[config.mk]
export PLATFORM = sky130hd
export DESIGN_NAME = piso_serializer
export DESIGN_NICKNAME = d
export VERILOG_FILES = /design/src/rtl/piso_serializer_pkg.sv /design/src/rtl/piso_serializer.sv
export SDC_FILE = /design/constraint.sdc
export NUM_CORES = 1
export LEC_CHECK = 0
export CORE_AREA = 2 2 59 47
export CTS_CLUSTER_SIZE = 28
export DETAILED_ROUTE_END_ITERATION = 6
export DIE_AREA = 0 0 61 49
export HOLD_SLACK_MARGIN = 0.1
export PLACE_DENSITY = 0.65
export RECOVER_POWER = 25
export SLEW_MARGIN = 10
export SYNTH_ARGS = -nofsm -noshare
export SYNTH_HDL_FRONTEND = slang
export SYNTH_SLANG_ARGS = --single-unit
[constraint.sdc]
create_clock -name clk -period 2.1 [get_ports clk]
set_input_delay 0.21 -clock clk [delete_from_list [all_inputs] [get_ports clk]]
set_output_delay 0.21 -clock clk [all_outputs]
set_load 0.01 [all_outputs]
[src/rtl/piso_serializer_pkg.sv]
// Shared types and defaults for the PISO serializer and the capture-register bench.
package piso_serializer_pkg;

    typedef enum logic [1:0] {
        IDLE  = 2'd0,
        SHIFT = 2'd1,
        GAP   = 2'd2
    } ser_state_e;

    localparam int SER_WIDTH = 4;
    localparam int SER_GAP   = 0;

    // Counter width able to hold 0..n-1; never narrower than one bit.
    function automatic int cnt_width(input int n);
        return (n > 1) ? $clog2(n) : 1;
    endfunction

endpackage

[src/rtl/piso_serializer.sv]
// Parallel-in/serial-out stage: valid/ready word input, MSB-first bit stream out,
// with a one-word hold buffer so consecutive words stream without idle bits.
module piso_serializer
    import piso_serializer_pkg::*;
#(
    parameter int WIDTH      = SER_WIDTH,
    parameter int GAP_CYCLES = SER_GAP
) (
    input  logic             clk,
    input  logic             rst,
    input  logic             in_valid_i,
    output logic             in_ready_o,
    input  logic [WIDTH-1:0] in_data_i,
    output logic             ser_out_o,
    output logic             ser_valid_o,
    output logic             word_start_o,
    output logic             word_done_o,
    output logic             busy_o
);

    localparam int CW = cnt_width(WIDTH);
    localparam int GW = cnt_width(GAP_CYCLES + 1);
    localparam logic [CW-1:0] LAST_BIT = CW'(WIDTH - 1);
    localparam logic [GW-1:0] LAST_GAP = (GAP_CYCLES > 0) ? GW'(GAP_CYCLES - 1) : '0;

    ser_state_e       state_q, state_d;
    logic [WIDTH-1:0] shift_q, shift_d;
    logic [WIDTH-1:0] hold_q, hold_d;
    logic             hold_full_q, hold_full_d;
    logic [CW-1:0]    bit_cnt_q, bit_cnt_d;
    logic [GW-1:0]    gap_cnt_q, gap_cnt_d;

    logic in_ready_q;
    logic ser_out_q;
    logic ser_valid_q;
    logic word_start_q;
    logic word_done_q;
    logic busy_q;

    logic accept;
    logic last_bit;
    logic last_gap;
    logic load_hold;
    logic load_direct;

    assign accept   = in_valid_i && in_ready_q;
    assign last_bit = (state_q == SHIFT) && (bit_cnt_q == LAST_BIT);
    assign last_gap = (state_q == GAP) && (gap_cnt_q == LAST_GAP);

    always_comb begin
        state_d     = state_q;
        shift_d     = shift_q;
        bit_cnt_d   = bit_cnt_q;
        gap_cnt_d   = gap_cnt_q;
        hold_d      = hold_q;
        hold_full_d = hold_full_q;
        load_hold   = 1'b0;
        load_direct = 1'b0;

        unique case (state_q)
            IDLE: begin
                if (hold_full_q) begin
                    load_hold = 1'b1;
                end else begin
                    load_direct = accept;
                end
            end
            SHIFT: begin
                if (!last_bit) begin
                    shift_d   = shift_q << 1;
                    bit_cnt_d = bit_cnt_q + CW'(1);
                end else if (GAP_CYCLES > 0) begin
                    state_d   = GAP;
                    gap_cnt_d = '0;
                end else if (hold_full_q) begin
                    load_hold = 1'b1;
                end else if (accept) begin
                    load_direct = 1'b1;
                end else begin
                    state_d = IDLE;
                end
            end
            GAP: begin
                if (!last_gap) begin
                    gap_cnt_d = gap_cnt_q + GW'(1);
                end else if (hold_full_q) begin
                    load_hold = 1'b1;
                end else if (accept) begin
                    load_direct = 1'b1;
                end else begin
                    state_d = IDLE;
                end
            end
            default: state_d = IDLE;
        endcase

        if (load_hold) begin
            shift_d     = hold_q;
            hold_full_d = 1'b0;
        end
        if (load_direct) begin
            shift_d = in_data_i;
        end
        if (load_hold || load_direct) begin
            state_d   = SHIFT;
            bit_cnt_d = '0;
        end

        // A word not loaded straight into the shifter parks in hold; when hold drains
        // on the same edge the new word takes its place, so order is preserved.
        if (accept && !load_direct) begin
            hold_d      = in_data_i;
            hold_full_d = 1'b1;
        end
    end

    always_ff @(posedge clk or posedge rst) begin
        if (rst) begin
            state_q      <= IDLE;
            shift_q      <= '0;
            hold_q       <= '0;
            hold_full_q  <= 1'b0;
            bit_cnt_q    <= '0;
            gap_cnt_q    <= '0;
            in_ready_q   <= 1'b0;
            ser_out_q    <= 1'b0;
            ser_valid_q  <= 1'b0;
            word_start_q <= 1'b0;
            word_done_q  <= 1'b0;
            busy_q       <= 1'b0;
        end else begin
            state_q      <= state_d;
            shift_q      <= shift_d;
            hold_q       <= hold_d;
            hold_full_q  <= hold_full_d;
            bit_cnt_q    <= bit_cnt_d;
            gap_cnt_q    <= gap_cnt_d;
            // Outputs are registered from next-state so they line up with state_q.
            in_ready_q   <= !hold_full_d;
            ser_valid_q  <= (state_d == SHIFT);
            ser_out_q    <= (state_d == SHIFT) && shift_d[WIDTH-1];
            word_start_q <= (state_d == SHIFT) && (bit_cnt_d == '0);
            word_done_q  <= (state_d == SHIFT) && (bit_cnt_d == LAST_BIT);
            busy_q       <= (state_d != IDLE) || hold_full_d;
        end
    end

    assign in_ready_o   = in_ready_q;
    assign ser_out_o    = ser_out_q;
    assign ser_valid_o  = ser_valid_q;
    assign word_start_o = word_start_q;
    assign word_done_o  = word_done_q;
    assign busy_o       = busy_q;

endmodule

After elaboration in Yosys (flattened, before gate mapping)

Index checks and enable logic that the tools add are counted.
W data, S select, Z words.

Memories kept: 0
Logic and storage cells: 65
Latch bits: 0
Memory bits (read-only): 0
Register bits: 20
Bits in writable memories: 0
Output and inout port bits: 6

Add/subtract/negate cells: 2
Magnitude comparators: 0
Multiply operators: 0
Bitwise logic cells: 2
Mux-type cells: 25
Equal/unequal tests: 6
Shift operators: 0
Div/mod/pow operators: 0
Reductions and logical operators: 17

Operator list:

| cell                  | number |
|---|---|
| $mux W2               | 8 |
| $mux W4               | 4 |
| $mux W1               | 10 |
| $logic_and A1 B1 Y1   | 7 |
| $eq A2 B2 Y1 const B  | 3 |
| $pmux W1 S3           | 2 |
| $pmux W2 S3           | 1 |
| $eq A2 B1 Y1 const B  | 2 |
| $logic_not A2 Y1      | 2 |
| $reduce_and A2 Y1     | 2 |
| $ne A3 B1 Y1 const B  | 1 |
| $reduce_bool A3 Y1    | 1 |
| $add A2 B1 Y2 const B | 1 |
| $logic_not A1 Y1      | 2 |
| $logic_or A1 B1 Y1    | 2 |
| $not A1 Y1            | 2 |
| $reduce_bool A2 Y1    | 1 |
| $add A1 B1 Y1 const B | 1 |

Depth between registers and ports, before layout

Gate-level depths: netlist (run 1).

Depth after elaboration: 9
Gate-level depth with buffers: 7
Gate-level depth less buffers: 6

Least setup slack after synthesis (run 1)

Ideal clock, no wire load.

Kind: reg-to-reg
From: register state_q[0]
To: register hold_q[0]
Library setup time: 0.125 ns
Slack: 0.252 ns
Period minus slack after synthesis: 1.848 ns
Data arrival time: 1.723 ns
Buffers on the path: 0
Cell stages (with the launch flop): 7
Path through: dfrtp_1 > inv_1 > ha_1 > and3b_4 > o31ai_4 > o21a_4 > mux2_4

Cells in the longest elaborated chain, start to end: 6

Ends and longest elaborated chain:

| what                                                | RTL line                                                            | text |
|---|---|---|
| start: declaration                                  | piso_serializer.sv:26                                               | `ser_state_e state_q, state_d;` |
| start signal: assignment                            | piso_serializer.sv:132                                              | `state_q <= state_d;` |
| $eq A2 B2 Y1 / $eq A2 B1 Y1 (equally long branches) | piso_serializer.sv:48, piso_serializer.sv:60, piso_serializer.sv:47 |  |
| $logic_and A1 B1 Y1, on equally long branches       | piso_serializer.sv:48, piso_serializer.sv:47                        |  |
| $mux W1, on equally long branches                   | piso_serializer.sv:84, piso_serializer.sv:69                        |  |
| $pmux W1 S3 *                                       | piso_serializer.sv:60                                               | `unique case (state_q)` |
| $logic_not A1 Y1 *                                  | piso_serializer.sv:111                                              | `if (accept && !load_direct) begin` |
| $logic_and A1 B1 Y1 *                               | piso_serializer.sv:111                                              |  |
| end signal: assignment                              | piso_serializer.sv:134                                              | `hold_q <= hold_d;` |
| end: declaration                                    | piso_serializer.sv:28                                               | `logic [WIDTH-1:0] hold_q, hold_d;` |

Mark *: on every way between the ends. The rest lies on a longest branch, timed or not.
A chain may end at the register's enable or synchronous reset.

Worst setup path after layout (run 1)

From: register state_q[0]
To: register shift_q[1]

Cells in the longest elaborated chain, start to end: 6

Ends and longest elaborated chain:

| what                                                          | RTL line                                                            | text |
|---|---|---|
| $eq A2 B2 Y1 / $eq A2 B1 Y1 (equally long branches)           | piso_serializer.sv:48, piso_serializer.sv:60, piso_serializer.sv:47 |  |
| $logic_and A1 B1 Y1, on equally long branches                 | piso_serializer.sv:48, piso_serializer.sv:47                        |  |
| $mux W1, on equally long branches                             | piso_serializer.sv:84, piso_serializer.sv:69                        |  |
| $pmux W1 S3                                                   | piso_serializer.sv:60                                               |  |
| $ne A3 B1 Y1 (no line), or another cell as far along          | --                                                                  |  |
| $reduce_and A2 Y1 (no line) / $mux W4 (equally long branches) | --                                                                  |  |
| end signal: assignment                                        | piso_serializer.sv:133                                              | `shift_q <= shift_d;` |
| end: declaration                                              | piso_serializer.sv:27                                               | `logic [WIDTH-1:0] shift_q, shift_d;` |

Several ways; a longest one is shown, not always the timed one.

==> impl_metrics.env, run 1 <==
export IMPL_syn_avg_cell_area_um2=11.4
export IMPL_crit_type="register to register"
export IMPL_tightest_slew_ns=1.07
export IMPL_ys_ff_latch=20
export IMPL_r2r_cells=6
export IMPL_cp_end_kind="register"
export IMPL_synth_edf_count=0
export IMPL_antenna_found_initial=0
export IMPL_cp_cell_sequence="inv_1 > ha_1 > and3b_4 > o311ai_2 > nand2_1 > o21a_1"
export IMPL_drt_vias_per_instance=5.03
export IMPL_rrSetupSlack_ns=0.22
export IMPL_critPathMaxFanout=5
export IMPL_io_buffers=12
export IMPL_hpwl_mm=1.52
export IMPL_yosys_most_used_dff="dfrtp_1"
export IMPL_finalNonFillerCells=145
export IMPL_ctsLongestPathBuffers=2
export IMPL_placed_cells=141
export IMPL_slew_limit_headroom_pct=28.6
export IMPL_min_from="shift_q[1]"
export IMPL_cts_setup_buffers=0
export IMPL_yosysSeqAreaShare_pct=47.7
export IMPL_area_growth_pct=20.1
export IMPL_worstReg2RegEnd="shift_q[1]"
export IMPL_yosysWarnings=0
export IMPL_setup_tns_ns=0
export IMPL_synth_top_cell_by_area="dfrtp_1"
export IMPL_rsz0062_at_grt="false"
export IMPL_reg2reg_from="state_q[0]"
export IMPL_vias=729
export IMPL_grt_usage_pct=15.9
export IMPL_fin_crit_ns=1.88
export IMPL_drc_errors=0
export IMPL_outcome="finished, final reports clean"
export IMPL_cp_buffers_inverters=1
export IMPL_cts_resized=0
export IMPL_leakagePower_nw=0.563
export IMPL_grt_overflow=0
export IMPL_setup_viol=0
export IMPL_whs_path_depth=1
export IMPL_diodes=0
export IMPL_start_util_pct=42.6
export IMPL_syn_num_nets=104
export IMPL_worstPathRequired_ns=2.30
export IMPL_wl_per_cell_um=13.6
export IMPL_hold_end="shift_q[1]"
export IMPL_max_clock_freq_mhz=532
export IMPL_drive_gt1_share_pct=16.5
export IMPL_critPathTopFamily="compound AO/OA/AOI/OAI gates"
export IMPL_core_um2=2460
export IMPL_setup_ws_ns=0.220
export IMPL_async_flop_share_pct=100
export IMPL_wirelength_mm=1.98
export IMPL_clock_latency_ns=0.30
export IMPL_numCtsBuffers=3
export IMPL_gp_congestion=0.874
export IMPL_syn_inst=92
export IMPL_grt_pass1_wl_mm=3.48
export IMPL_synth_area_top_cells="dfrtp_1, ha_1, mux2_4"
export IMPL_row_count=16
export IMPL_firstDrtPassIters=4
export IMPL_cts_tree="built"
export IMPL_syn_area_um2=1050
export IMPL_maxSlewViolCount=0
export IMPL_die_y_um=49
export IMPL_fin_crit_sh_pct=89.5
export IMPL_antenna_left=0
export IMPL_synth_top_cell_area_share_pct=47.7
export IMPL_critPathLaunchType="register"
export IMPL_grt_max_degree=21
export IMPL_max_cap_violations=0
export IMPL_hold_viol=0
export IMPL_fin_nets=122
export IMPL_cp_data_arrival_time_ns=2.09
export IMPL_clock_skew_ns=0.00104
export IMPL_io_pins=13
export IMPL_cts_clk_slew_worst_paths_ns=0.11
export IMPL_slowest_stage="dfrtp_1"
export IMPL_ys_types=37
export IMPL_dieArea_um2=2990
export IMPL_clock_sinks=20
export IMPL_hold_buffers=0
export IMPL_peakVddDrop_mv=0.750
export IMPL_root_buffer="clkbuf_4"
export IMPL_critPathMaxStageDelay_ns=0.44
export IMPL_drtIter0Drc=15
export IMPL_die_w_um=61
export IMPL_fin_util_pct=51.2
export IMPL_post_place_ws_ns=0.215
export IMPL_hp_class="register to register"
export IMPL_power_density_nw_per_um2=1520
export IMPL_grt_pass1_vias=739
export IMPL_htreeDepth=1
## metal layers
metal | GRT usage (%) | vias to the layer above | wire (µm)
li1 | - | 363 | -
met1 | 22.1 | 349 | 934
met2 | 24.6 | 15 | 939
met3 | 4.77 | 2 | 88
met4 | 3.26 | 0 | 15
met5 | 0 | - | 0
## sequential cells by signal (all words and copies together), names as in the netlist
register / cells
ser_valid_o: 1
gap_cnt_q: 1
hold_full_q: 1
word_done_o: 1
hold_q: 4
ser_out_o: 1
in_ready_o: 1
shift_q: 4
state_q: 2
busy_o: 1
word_start_o: 1
bit_cnt_q: 2
## cell type report
class,count,area (µm²)
clock buffers,4,36.3
fillers,238,1200
inverters,4,15.0
multi-input cells,66,526
flip-flops and latches,20,500
well taps,36,45.0
repair buffers,15,139
## power breakdown
part / internal, mW / switching (mW)
combinational: 0.523 / 0.489
clock: 0.106 / 0.118
sequential: 0.555 / 0.131
## cell usage after synthesis (2+ instances only)
cell type / n
dfrtp_1: 20
nor2_1: 8
a21oi_1: 5
ha_1: 5
inv_1: 4
mux2_4: 4
nand2_1: 4
nor2b_1: 4
a21o_1: 3
a22oi_1: 3
nand3_1: 3
o21a_1: 2
o21ai_0: 2
o22ai_1: 2
## through the flow
step	power, mW	cell area, µm²	hold slack (ns)
2_1_floorplan	1.41	1050	0.174
3_3_place_gp	1.69	1230	0.480
3_5_place_dp	1.72	1230	0.480
4_1_cts	1.95	1260	0.241
5_1_grt	2.10	1260	0.522
6_report	1.92	1260	0.506
## how the worst max path moves through the flow
stage / startpoint / endpoint / slack (ns) / depth (start not counted)
4_1_cts: state_q[0] / ser_out_o / 0.21 / 6
3_5_place_dp: state_q[0] / ser_out_o / 0.21 / 6
5_1_grt: state_q[0] / shift_q[2] / 0.04 / 6
2_1_floorplan: state_q[0] / hold_q[0] / 0.25 / 6
6_report: state_q[0] / shift_q[1] / 0.22 / 6
3_3_place_gp: state_q[0] / shift_q[1] / 0.27 / 6
## kinds of logic (layout without fill, tap and decap cells)
kind of cell               Yosys count  after routing  share of synthesized area [%]
DFF                                 20             20                           47.7
buffers and inverters                6             23                           2.26
adders and majority gates            6              6                           6.91
xor gates and xnor gates             1              1                          0.834
muxes                                5              5                           6.67
AOI/OAI and AO/OA                   26             26                           21.0
and+or+nand+nor                     28             28                           14.7
## layout by cell type (no fill, tap or decap), types with 2 or more instances in the layout
cell type	n
dfrtp_1	20
a21oi_1	5
o21a_1	2
mux2_4	4
ha_1	5
o21ai_0	2
nand3_1	3
nor2_1	8
inv_1	4
nor2b_1	4
clkbuf_4	3
buf_4	2
a22oi_1	3
o22ai_1	2
nand2_1	4
a21o_1	3
clkdlybuf4s50_1	11
Power figures use the tool's default switching activity.
==> run 2: changes to the inputs <==
CORE_AREA = 2 2 57 46   (was 2 2 59 47)
DIE_AREA = 0 0 59 48   (was 0 0 61 49)
PLACE_DENSITY = 0.69   (was 0.65)
==> run 2 against run 1 <==
Compared with the run above: non-clock buffer count unchanged; critical path type unchanged; count of clock-buffer cells in the layout unchanged; flip-flop and latch count unchanged; largest cell class unchanged.
==> impl_metrics.env, run 2 (same netlist as run 1, synthesis figures left out) <==
export IMPL_cts_setup_buffers=0
export IMPL_drtIter0Drc=23
export IMPL_finalPower_mw=1.93
export IMPL_clock_skew_ns=0.00274
export IMPL_row_count=15
export IMPL_multiInputGateArea_um2=526
export IMPL_grt_overflow=0
export IMPL_tightest_slew_ns=1.09
export IMPL_die_y_um=48
export IMPL_max_clock_freq_mhz=533
export IMPL_peakVddDrop_mv=0.726
export IMPL_area_growth_pct=18.8
export IMPL_slew_limit_headroom_pct=27.3
export IMPL_setup_viol=0
export IMPL_final_seq_area_um2=500
export IMPL_antenna_found_initial=0
export IMPL_final_fill_count=202
export IMPL_cts_resized=0
export IMPL_post_place_ws_ns=0.242
export IMPL_cp_cell_sequence="inv_1 > ha_1 > and3b_4 > o31ai_4 > o21a_4 > mux2_4"
export IMPL_io_pins=13
export IMPL_critPathMaxStageDelay_ns=0.44
export IMPL_diodes=0
export IMPL_grt_pass1_vias=708
export IMPL_setup_ws_ns=0.224
export IMPL_start_util_pct=47.4
export IMPL_antenna_left=0
export IMPL_cts_clk_slew_worst_paths_ns=0.12
export IMPL_fin_nets=122
export IMPL_cp_end_kind="register"
export IMPL_wirelength_mm=1.95
export IMPL_drc_errors=0
export IMPL_grt_max_degree=21
export IMPL_rsz0062_at_grt="false"
export IMPL_dieArea_um2=2830
export IMPL_fin_crit_sh_pct=89.3
export IMPL_maxSlewViolCount=0
export IMPL_critPathLaunchType="register"
export IMPL_clock_sinks=20
export IMPL_grt_usage_pct=16.1
export IMPL_cp_data_arrival_time_ns=2.08
export IMPL_drt_vias_per_instance=5.53
export IMPL_io_buffers=12
export IMPL_die_w_um=59
export IMPL_cts_tree="built"
export IMPL_power_density_nw_per_um2=1550
export IMPL_root_buffer="clkbuf_4"
export IMPL_reg_top3="hold_q: 4 flops, shift_q: 4 flops"
export IMPL_htreeDepth=1
export IMPL_layout_common_cells="dfrtp_1, clkdlybuf4s50_1, nor2_1"
export IMPL_hold_viol=0
export IMPL_hpwl_mm=1.44
export IMPL_grt_pass1_wl_mm=3.25
export IMPL_firstDrtPassIters=2
export IMPL_drive_gt1_share_pct=16.5
export IMPL_numCtsBuffers=3
export IMPL_layout_commonest_cell="dfrtp_1"
export IMPL_leakagePower_nw=0.563
export IMPL_clock_latency_ns=0.31
export IMPL_outcome="finished, final reports clean"
export IMPL_vias=741
export IMPL_critPathMaxFanout=5
export IMPL_gp_congestion=0.743
export IMPL_crit_type="register to register"
export IMPL_core_um2=2210
export IMPL_slowest_stage="dfrtp_1"
export IMPL_ctsLongestPathBuffers=2
export IMPL_hp_class="register to register"
export IMPL_setup_tns_ns=0
export IMPL_worstPathRequired_ns=2.31
export IMPL_whs_ns=0.511
export IMPL_fin_crit_ns=1.88
export IMPL_max_cap_violations=0
export IMPL_wl_per_cell_um=14.5
export IMPL_hold_buffers=0
## run 2: critical path: cells and delay by family (launching register included)
family	cells	cell delay (ns)
fa+ha+maj	1	0.22
compound gates	2	0.45
simple gates	1	0.24
flops	1	0.44
mux	1	0.31
buf+inv	1	0.12
## run 2: final timing paths
check	from	slack, ns	cells after the start	endpoint
worst max-delay path	state_q[0]	0.22	6	hold_q[1]
worst min-delay path	shift_q[1]	0.51	1	shift_q[1]
worst min register to register	shift_q[1]	0.51	1	shift_q[1]
min in group asynchronous	rst	0.66	3	word_done_o
max in group asynchronous	rst	0.79	3	state_q[0]
worst max register to register	state_q[0]	0.22	6	hold_q[1]
## run 2: through the flow
step                area [µm²]  cells  utilization [%]
floorplan                 1050     92                -
global placement          1210    130             54.9
detailed placement        1210    130             54.9
CTS                       1250    134             56.5
global route              1250    134             56.3
finish                    1250    134             56.3
## run 2: power by group
part           total, mW  switching (mW)  internal, mW
sequential         0.687           0.133         0.555
combinational       1.01           0.489         0.523
clock              0.232           0.126         0.106
total               1.93           0.748          1.18
## run 2: layout make-up
class,count,area share [%]
inverters,4,1.20
multi-input cells,66,42.1
repair buffers,15,11.1
well taps,25,2.51
clock buffers,4,2.91
flip-flops and latches,20,40.1
## run 2: per-layer routing
metal	track usage [%]	share of wire, %	vias to the layer above	wire length [µm]
met2	24.9	46	13	891
met5	0	0	-	0
met4	4.55	0	0	0
met1	21.5	50	370	966
met3	5.95	4.5	0	87
li1	-	-	358	-
==> run 3: changes to the inputs <==
--- a/constraint.sdc
+++ b/constraint.sdc
@@ -3,2 +3,2 @@
 set_output_delay 0.21 -clock clk [all_outputs]
-set_load 0.01 [all_outputs]
+set_load 0.05 [all_outputs]
==> results of run 3 <==
The final DEF is identical to that of run 2. Status: finished, final reports clean.
Main changes from that run: total power 1.93 mW -> 2.09 mW; worst IR drop on VDD 0.726 mV -> 0.730 mV
